===== src/rtl/calc_operand_ctrl.sv =====
// Operand entry, dimension lookup/compatibility check and error-state countdown
// for the matrix calculator's central FSM.
module calc_operand_ctrl #(
  parameter int TICK_CYCLES = 100000000,
  parameter int ERR_SECS    = 5
) (
  input  logic       clk,
  input  logic       rst_n,
  input  logic [3:0] current_state,
  input  logic       btn_c,
  input  logic [7:0] sw,
  output logic       dim_req,
  output logic [3:0] dim_id,
  input  logic       dim_valid,
  input  logic [2:0] dim_m,
  input  logic [2:0] dim_n,
  output logic       calc_mat_conf,
  output logic       check_valid,
  output logic       check_invalid,
  output logic       error_timeout,
  output logic [1:0] op_type,
  output logic [3:0] id_a,
  output logic [3:0] id_b,
  output logic [2:0] res_m,
  output logic [2:0] res_n,
  output logic [3:0] countdown
);

  localparam logic [3:0] ST_SELECT_OP  = 4'd7;
  localparam logic [3:0] ST_SELECT_MAT = 4'd8;
  localparam logic [3:0] ST_CHECK      = 4'd9;
  localparam logic [3:0] ST_ERROR      = 4'd12;

  localparam logic [1:0] LK_IDLE   = 2'd0;
  localparam logic [1:0] LK_WAIT_A = 2'd1;
  localparam logic [1:0] LK_WAIT_B = 2'd2;
  localparam logic [1:0] LK_DONE   = 2'd3;

  localparam int TICK_W = (TICK_CYCLES > 1) ? $clog2(TICK_CYCLES) : 1;
  localparam logic [TICK_W-1:0] TICK_LAST = TICK_W'(TICK_CYCLES - 1);

  localparam logic [1:0] OP_ADD = 2'b00;
  localparam logic [1:0] OP_TRN = 2'b10;
  localparam logic [1:0] OP_MUL = 2'b11;

  function automatic logic check_fit(input logic [1:0] op,
                                     input logic [2:0] am, input logic [2:0] an,
                                     input logic [2:0] bm, input logic [2:0] bn);
    logic fit;
    case (op)
      OP_ADD:  fit = (am != 3'd0) && (bm != 3'd0) && (am == bm) && (an == bn);
      OP_MUL:  fit = (am != 3'd0) && (bm != 3'd0) && (an == bm);
      default: fit = (am != 3'd0);
    endcase
    return fit;
  endfunction

  function automatic logic [5:0] result_dims(input logic [1:0] op,
                                             input logic [2:0] am, input logic [2:0] an,
                                             input logic [2:0] bn);
    logic [5:0] dims;
    case (op)
      OP_TRN:  dims = {an, am};
      OP_MUL:  dims = {am, bn};
      default: dims = {am, an};
    endcase
    return dims;
  endfunction

  logic [3:0]        prev_state;
  logic              entry_b;
  logic [1:0]        lk_phase;
  logic [2:0]        a_m, a_n;
  logic [TICK_W-1:0] tick;
  logic              cd_run;

  logic       in_range, in_mat, is_unary, conf_now;
  logic       enter_check, enter_err, resp_ok, tick_wrap;
  logic [2:0] fin_am, fin_an;
  logic       fin_fit;
  logic [5:0] fin_dims;
  logic       unused_sw;

  assign unused_sw = ^sw[7:4];

  always_comb begin
    in_range    = (current_state >= ST_SELECT_OP) && (current_state <= ST_ERROR);
    in_mat      = (current_state == ST_SELECT_MAT) || (current_state == ST_ERROR);
    is_unary    = op_type[1] ^ op_type[0];
    conf_now    = in_mat && btn_c && (entry_b || is_unary);
    enter_check = (current_state == ST_CHECK) && (prev_state != ST_CHECK);
    enter_err   = (current_state == ST_ERROR) && (prev_state != ST_ERROR);
    // a response in the same cycle as the request belongs to nobody
    resp_ok     = dim_valid && !dim_req;
    tick_wrap   = (tick == TICK_LAST);
    fin_am      = (lk_phase == LK_WAIT_B) ? a_m : dim_m;
    fin_an      = (lk_phase == LK_WAIT_B) ? a_n : dim_n;
    fin_fit     = check_fit(op_type, fin_am, fin_an, dim_m, dim_n);
    fin_dims    = result_dims(op_type, fin_am, fin_an, dim_n);
  end

  // Operation and operand entry
  always_ff @(posedge clk or negedge rst_n) begin
    if (!rst_n) begin
      prev_state    <= 4'd0;
      op_type       <= 2'd0;
      id_a          <= 4'd0;
      id_b          <= 4'd0;
      entry_b       <= 1'b0;
      calc_mat_conf <= 1'b0;
    end else begin
      prev_state    <= current_state;
      calc_mat_conf <= conf_now;
      if (!in_range) begin
        entry_b <= 1'b0;
      end else begin
        if ((current_state == ST_SELECT_OP) && btn_c)
          op_type <= sw[1:0];
        if (in_mat && btn_c) begin
          if (!entry_b) begin
            id_a    <= sw[3:0];
            entry_b <= !is_unary;
          end else begin
            id_b    <= sw[3:0];
            entry_b <= 1'b0;
          end
        end
      end
    end
  end

  // Dimension lookup and compatibility check
  always_ff @(posedge clk or negedge rst_n) begin
    if (!rst_n) begin
      lk_phase      <= LK_IDLE;
      dim_req       <= 1'b0;
      dim_id        <= 4'd0;
      a_m           <= 3'd0;
      a_n           <= 3'd0;
      check_valid   <= 1'b0;
      check_invalid <= 1'b0;
      res_m         <= 3'd0;
      res_n         <= 3'd0;
    end else begin
      dim_req       <= 1'b0;
      check_valid   <= 1'b0;
      check_invalid <= 1'b0;
      if (current_state != ST_CHECK) begin
        lk_phase <= LK_IDLE;
      end else if (enter_check) begin
        dim_req  <= 1'b1;
        dim_id   <= id_a;
        lk_phase <= LK_WAIT_A;
      end else if (resp_ok && ((lk_phase == LK_WAIT_A) || (lk_phase == LK_WAIT_B))) begin
        if ((lk_phase == LK_WAIT_A) && !is_unary) begin
          a_m      <= dim_m;
          a_n      <= dim_n;
          dim_req  <= 1'b1;
          dim_id   <= id_b;
          lk_phase <= LK_WAIT_B;
        end else begin
          check_valid   <= fin_fit;
          check_invalid <= !fin_fit;
          if (fin_fit)
            {res_m, res_n} <= fin_dims;
          lk_phase <= LK_DONE;
        end
      end
    end
  end

  // Error-state countdown; an accepted retry freezes it
  always_ff @(posedge clk or negedge rst_n) begin
    if (!rst_n) begin
      countdown     <= 4'd0;
      tick          <= '0;
      cd_run        <= 1'b0;
      error_timeout <= 1'b0;
    end else begin
      error_timeout <= 1'b0;
      if (current_state != ST_ERROR) begin
        cd_run <= 1'b0;
      end else if (enter_err) begin
        countdown <= 4'(ERR_SECS);
        tick      <= '0;
        cd_run    <= 1'b1;
      end else if (cd_run) begin
        if (conf_now) begin
          cd_run <= 1'b0;
        end else if (tick_wrap) begin
          tick      <= '0;
          countdown <= countdown - 4'd1;
          if (countdown == 4'd1) begin
            error_timeout <= 1'b1;
            cd_run        <= 1'b0;
          end
        end else begin
          tick <= tick + TICK_W'(1);
        end
      end
    end
  end

endmodule


===== config.mk =====
export PLATFORM = sky130hd
export DESIGN_NAME = calc_operand_ctrl
export DESIGN_NICKNAME = d
export VERILOG_FILES = /design/src/rtl/calc_operand_ctrl.sv
export SDC_FILE = /design/constraint.sdc
export NUM_CORES = 1
export LEC_CHECK = 0
export BUFFER_PORTS_ARGS = -buffer_cell sky130_fd_sc_hd__buf_2
export CORE_AREA = 2 2 132 102
export DETAILED_ROUTE_END_ITERATION = 7
export DIE_AREA = 0 0 134 104
export SLEW_MARGIN = 20
export SYNTH_ARGS = -nofsm -noshare
export SYNTH_HDL_FRONTEND = slang
export SYNTH_SLANG_ARGS = --single-unit

===== constraint.sdc =====
create_clock -name clk -period 2.1 [get_ports clk]
set_input_delay 0.105 -clock clk [delete_from_list [all_inputs] [get_ports clk]]
set_output_delay 0.105 -clock clk [all_outputs]
set_load 0.02 [all_outputs]

==> reports/results.ini <==
[worst_setup_path]
path_buf_inv=1
start_kind=flop
cp_max_fo=7
slowest_delay_ns=0.61
arrival_ns=2.36
cp_top_family=simple AND/OR/NAND/NOR gates
crit_type=flop to flop
crit_slowest_cell=or4_4
path_cells=ha_2 -> and2_4 -> nand4b_4 -> or4_4 -> a21oi_4 -> buf_12 -> and3_4 -> o21ai_2
crit_required_ns=2.31
cp-end-kind=flop

[power_and_ir_drop]
p_sw_share_pct=26.6
clkPwrFrac_pct=42.6
peakVddDrop_mv=0.373
intPower_w=0.00267
p_leak_nw=2.38
switching_power_w=0.000966
combPwrFrac_pct=16.4
seqPwrFrac_pct=40.9
pwr_density_cell_nw_per_um2=693

[logic_synthesis]
synth-seq-area-share_pct=47.5
syn_inst=367
synth-edff-count=0
syn_area_per_cell_um2=10.1
synth_cell_types=55
synthFlopType=dfrtp_1
ys_warn_count=0
netlist_area_um2=3690
synth_fp_nets=397
synth_seq_cells=70
synthArstFlopShare_pct=100

[clocking]
clkSinkCount=70
path_clk_slew_ns=0.06
insertion_delay_ns=0.33
root_buffer=clkbuf_16
cts_buffers=9
cts_tree=yes
ctsHtreeMaxLevel=3
cts_buffer_depth=2

[finish]
multi_input_area_um2=2120
areaGrowthSynthToFinish_pct=42.0
fillCellCount=1204
final_util_pct=41.4
drive_above_1_share_pct=40.5
nNetsFinal=501
diodes=0
seqCellArea_um2=1760

[floorplan]
dieArea_um2=13900
rows=36
die_h_um=104
top_level_ports=51
start_util_pct=29.1
die_x_um=134
core_region_area_um2=12700

[routing]
viasPerCell=5.14
ant_nets=0
dr.pass1.iters=4
routedWlPerCell_um=16.6
dr_total_vias=3323
routed_wl_um=10700
drt_iter0_drc=165
drcViolationCount=0

[timing]
slew_headroom_pct=62.1
finalHoldViolations=0
fin_worst_skew_ns=0.00524
drv_slew=0
setup_violations=17
fin_crit_sh_pct=103
finalWorstSetupSlack_ns=-0.0545
holdWs_ns=0.0246
worstMarginPinSlew_ns=0.554
rsz0062_at_grt=yes
timing.fmax_ghz=0.464
min_period_ns=2.15

[place]
dp_slack_ns=-0.207
portBuffers=46
dpl.hpwl_um=7350
gp_congestion=0.946

[global_route]
antenna_found_initial=0
grt_max_degree=62
grt_pass1_wl_um=16800
first_global_vias=3265
grt_usage_pct=15.2
grt-ovfl-total=0

[status]
violations=setup timing
outcome=complete, but fails checks

[hold_path]
hp-class=primary input to flop

[run]
max-cap-violations=0

[kinds of logic after synthesis]
family                   count (synthesis)  share of synthesized area (%)
AND/OR/NAND/NOR                        156                           23.1
multiplexers                            27                           8.01
flip-flops                              70                           47.5
XOR/XNOR                                24                           5.70
AO/OA/AOI/OAI                           56                           9.87
buffers and inverters                   26                           3.15
adder cells (fa/ha/maj)                  8                           2.71
[worst paths after layout]
check	from	end	cells after the start	slack, ns
setup reg to reg	tick[1]$_DFFE_PN0P_	countdown[2]$_DFFE_PN0P_	8	-0.05
max in group asynchronous	rst_n	tick[3]$_DFFE_PN0P_	3	1.31
hold reg to reg	res_n[0]$_DFFE_PN0P_	res_n[0]$_DFFE_PN0P_	1	0.52
min in group asynchronous	rst_n	id_b[0]$_DFFE_PN0P_	2	0.18
setup / recovery	tick[1]$_DFFE_PN0P_	countdown[2]$_DFFE_PN0P_	8	-0.05
hold / removal	sw[3]	id_b[3]$_DFFE_PN0P_	2	0.02
[repair_timing]
item / 4_1_cts / 5_1_grt
hold buffers: 5 / 0
gates cloned: 0 / 3
hold endpoints to repair: 20 / 0
resized for setup: 11 / 55
buffers inserted: 3 / 10
pin swaps: 8 / 21
setup endpoints to repair: 31 / 34
[metrics by stage]
step | area (um^2) | power, W | TNS (ns) | std cells
2_1_floorplan | 3730 | 0.00182 | -0.00971 | 367
3_3_place_gp | 4430 | 0.00207 | -0.521 | 610
3_5_place_dp | 4430 | 0.00208 | -2.55 | 610
4_1_cts | 4850 | 0.00364 | 0 | 634
5_1_grt | 5240 | 0.00378 | -2.17 | 647
6_report | 5240 | 0.00363 | -0.310 | 647
[Yosys cell counts (all sizes together), types with 4 or more instances]
| cell | count | area (um^2) |
|---|---|---|
| buf | 5 | 37.5 |
| xnor2 | 18 | 158 |
| nor3 | 11 | 55.1 |
| inv | 14 | 52.6 |
| a21oi | 11 | 62.6 |
| nand3 | 14 | 70.1 |
| nor4 | 8 | 50.1 |
| o21ai | 18 | 90.1 |
| nand4 | 12 | 75.1 |
| mux2 | 20 | 225 |
| mux2i | 7 | 70.1 |
| xor2 | 6 | 52.6 |
| or3 | 8 | 50.1 |
| nand2 | 29 | 109 |
| and2 | 4 | 25.0 |
| o22ai | 4 | 25.0 |
| and3 | 6 | 37.5 |
| ha | 8 | 100 |
| or4 | 4 | 33.8 |
| nand2b | 4 | 25.0 |
| nor2 | 37 | 139 |
| a31oi | 6 | 43.8 |
| clkbuf | 7 | 26.3 |
| dfrtp | 70 | 1750 |
[layer usage]
layer	vias up	part of all wire, %	GRT usage, %
met5	-	0	0
met4	0	1.4	4.41
met3	14	5.8	3.80
met2	94	45	22.4
met1	1674	48	21.9
li1	1541	-	-
[power by group through the flow]
stage | sequential, W | combinational (W) | clock, W
after global placement | 0.00150 | 0.000561 | 0
after global routing | 0.00150 | 0.000653 | 0.00163
final | 0.00149 | 0.000597 | 0.00155
after detailed placement | 0.00151 | 0.000568 | 0
after CTS | 0.00149 | 0.000582 | 0.00157
after floorplan | 0.00159 | 0.000226 | 0
[final cells by class]
type / instances / share of cell area [%]
Sequential cell: 70 / 33.5
Clock inverter: 3 / 0.812
Tap cell: 171 / 4.09
Multi-Input combinational cell: 271 / 40.4
Inverter: 14 / 1.00
Clock buffer: 13 / 4.97
Timing Repair Buffer: 105 / 15.1
[flip-flops by register name, indices dropped and copies added, names as in the netlist, 2 cells and up]
signal	cells
a_m	3
tick	27
dim_id	4
id_a	4
prev_state	4
lk_phase	2
countdown	4
a_n	3
res_m	3
op_type	2
res_n	3
id_b	4
[cells in the final DEF, fill, tap and decap left out, drive strengths merged, types with 3 or more instances in the layout]
cell	n
or4	4
mux2i	7
o22ai	4
dlygate4sd3	5
nand4	12
nor3b	3
a31oi	6
buf	98
nand3	14
or3	8
mux2	20
dfrtp	70
nor4	8
a21oi	11
nand2b	4
xor2	6
inv	14
and2	4
xnor2	18
nand2	29
or2	3
nor2	37
o21ai	18
o31ai	3
and3	6
clkbuf	15
ha	8
nor3	11
(Power assumes the default switching activity.)
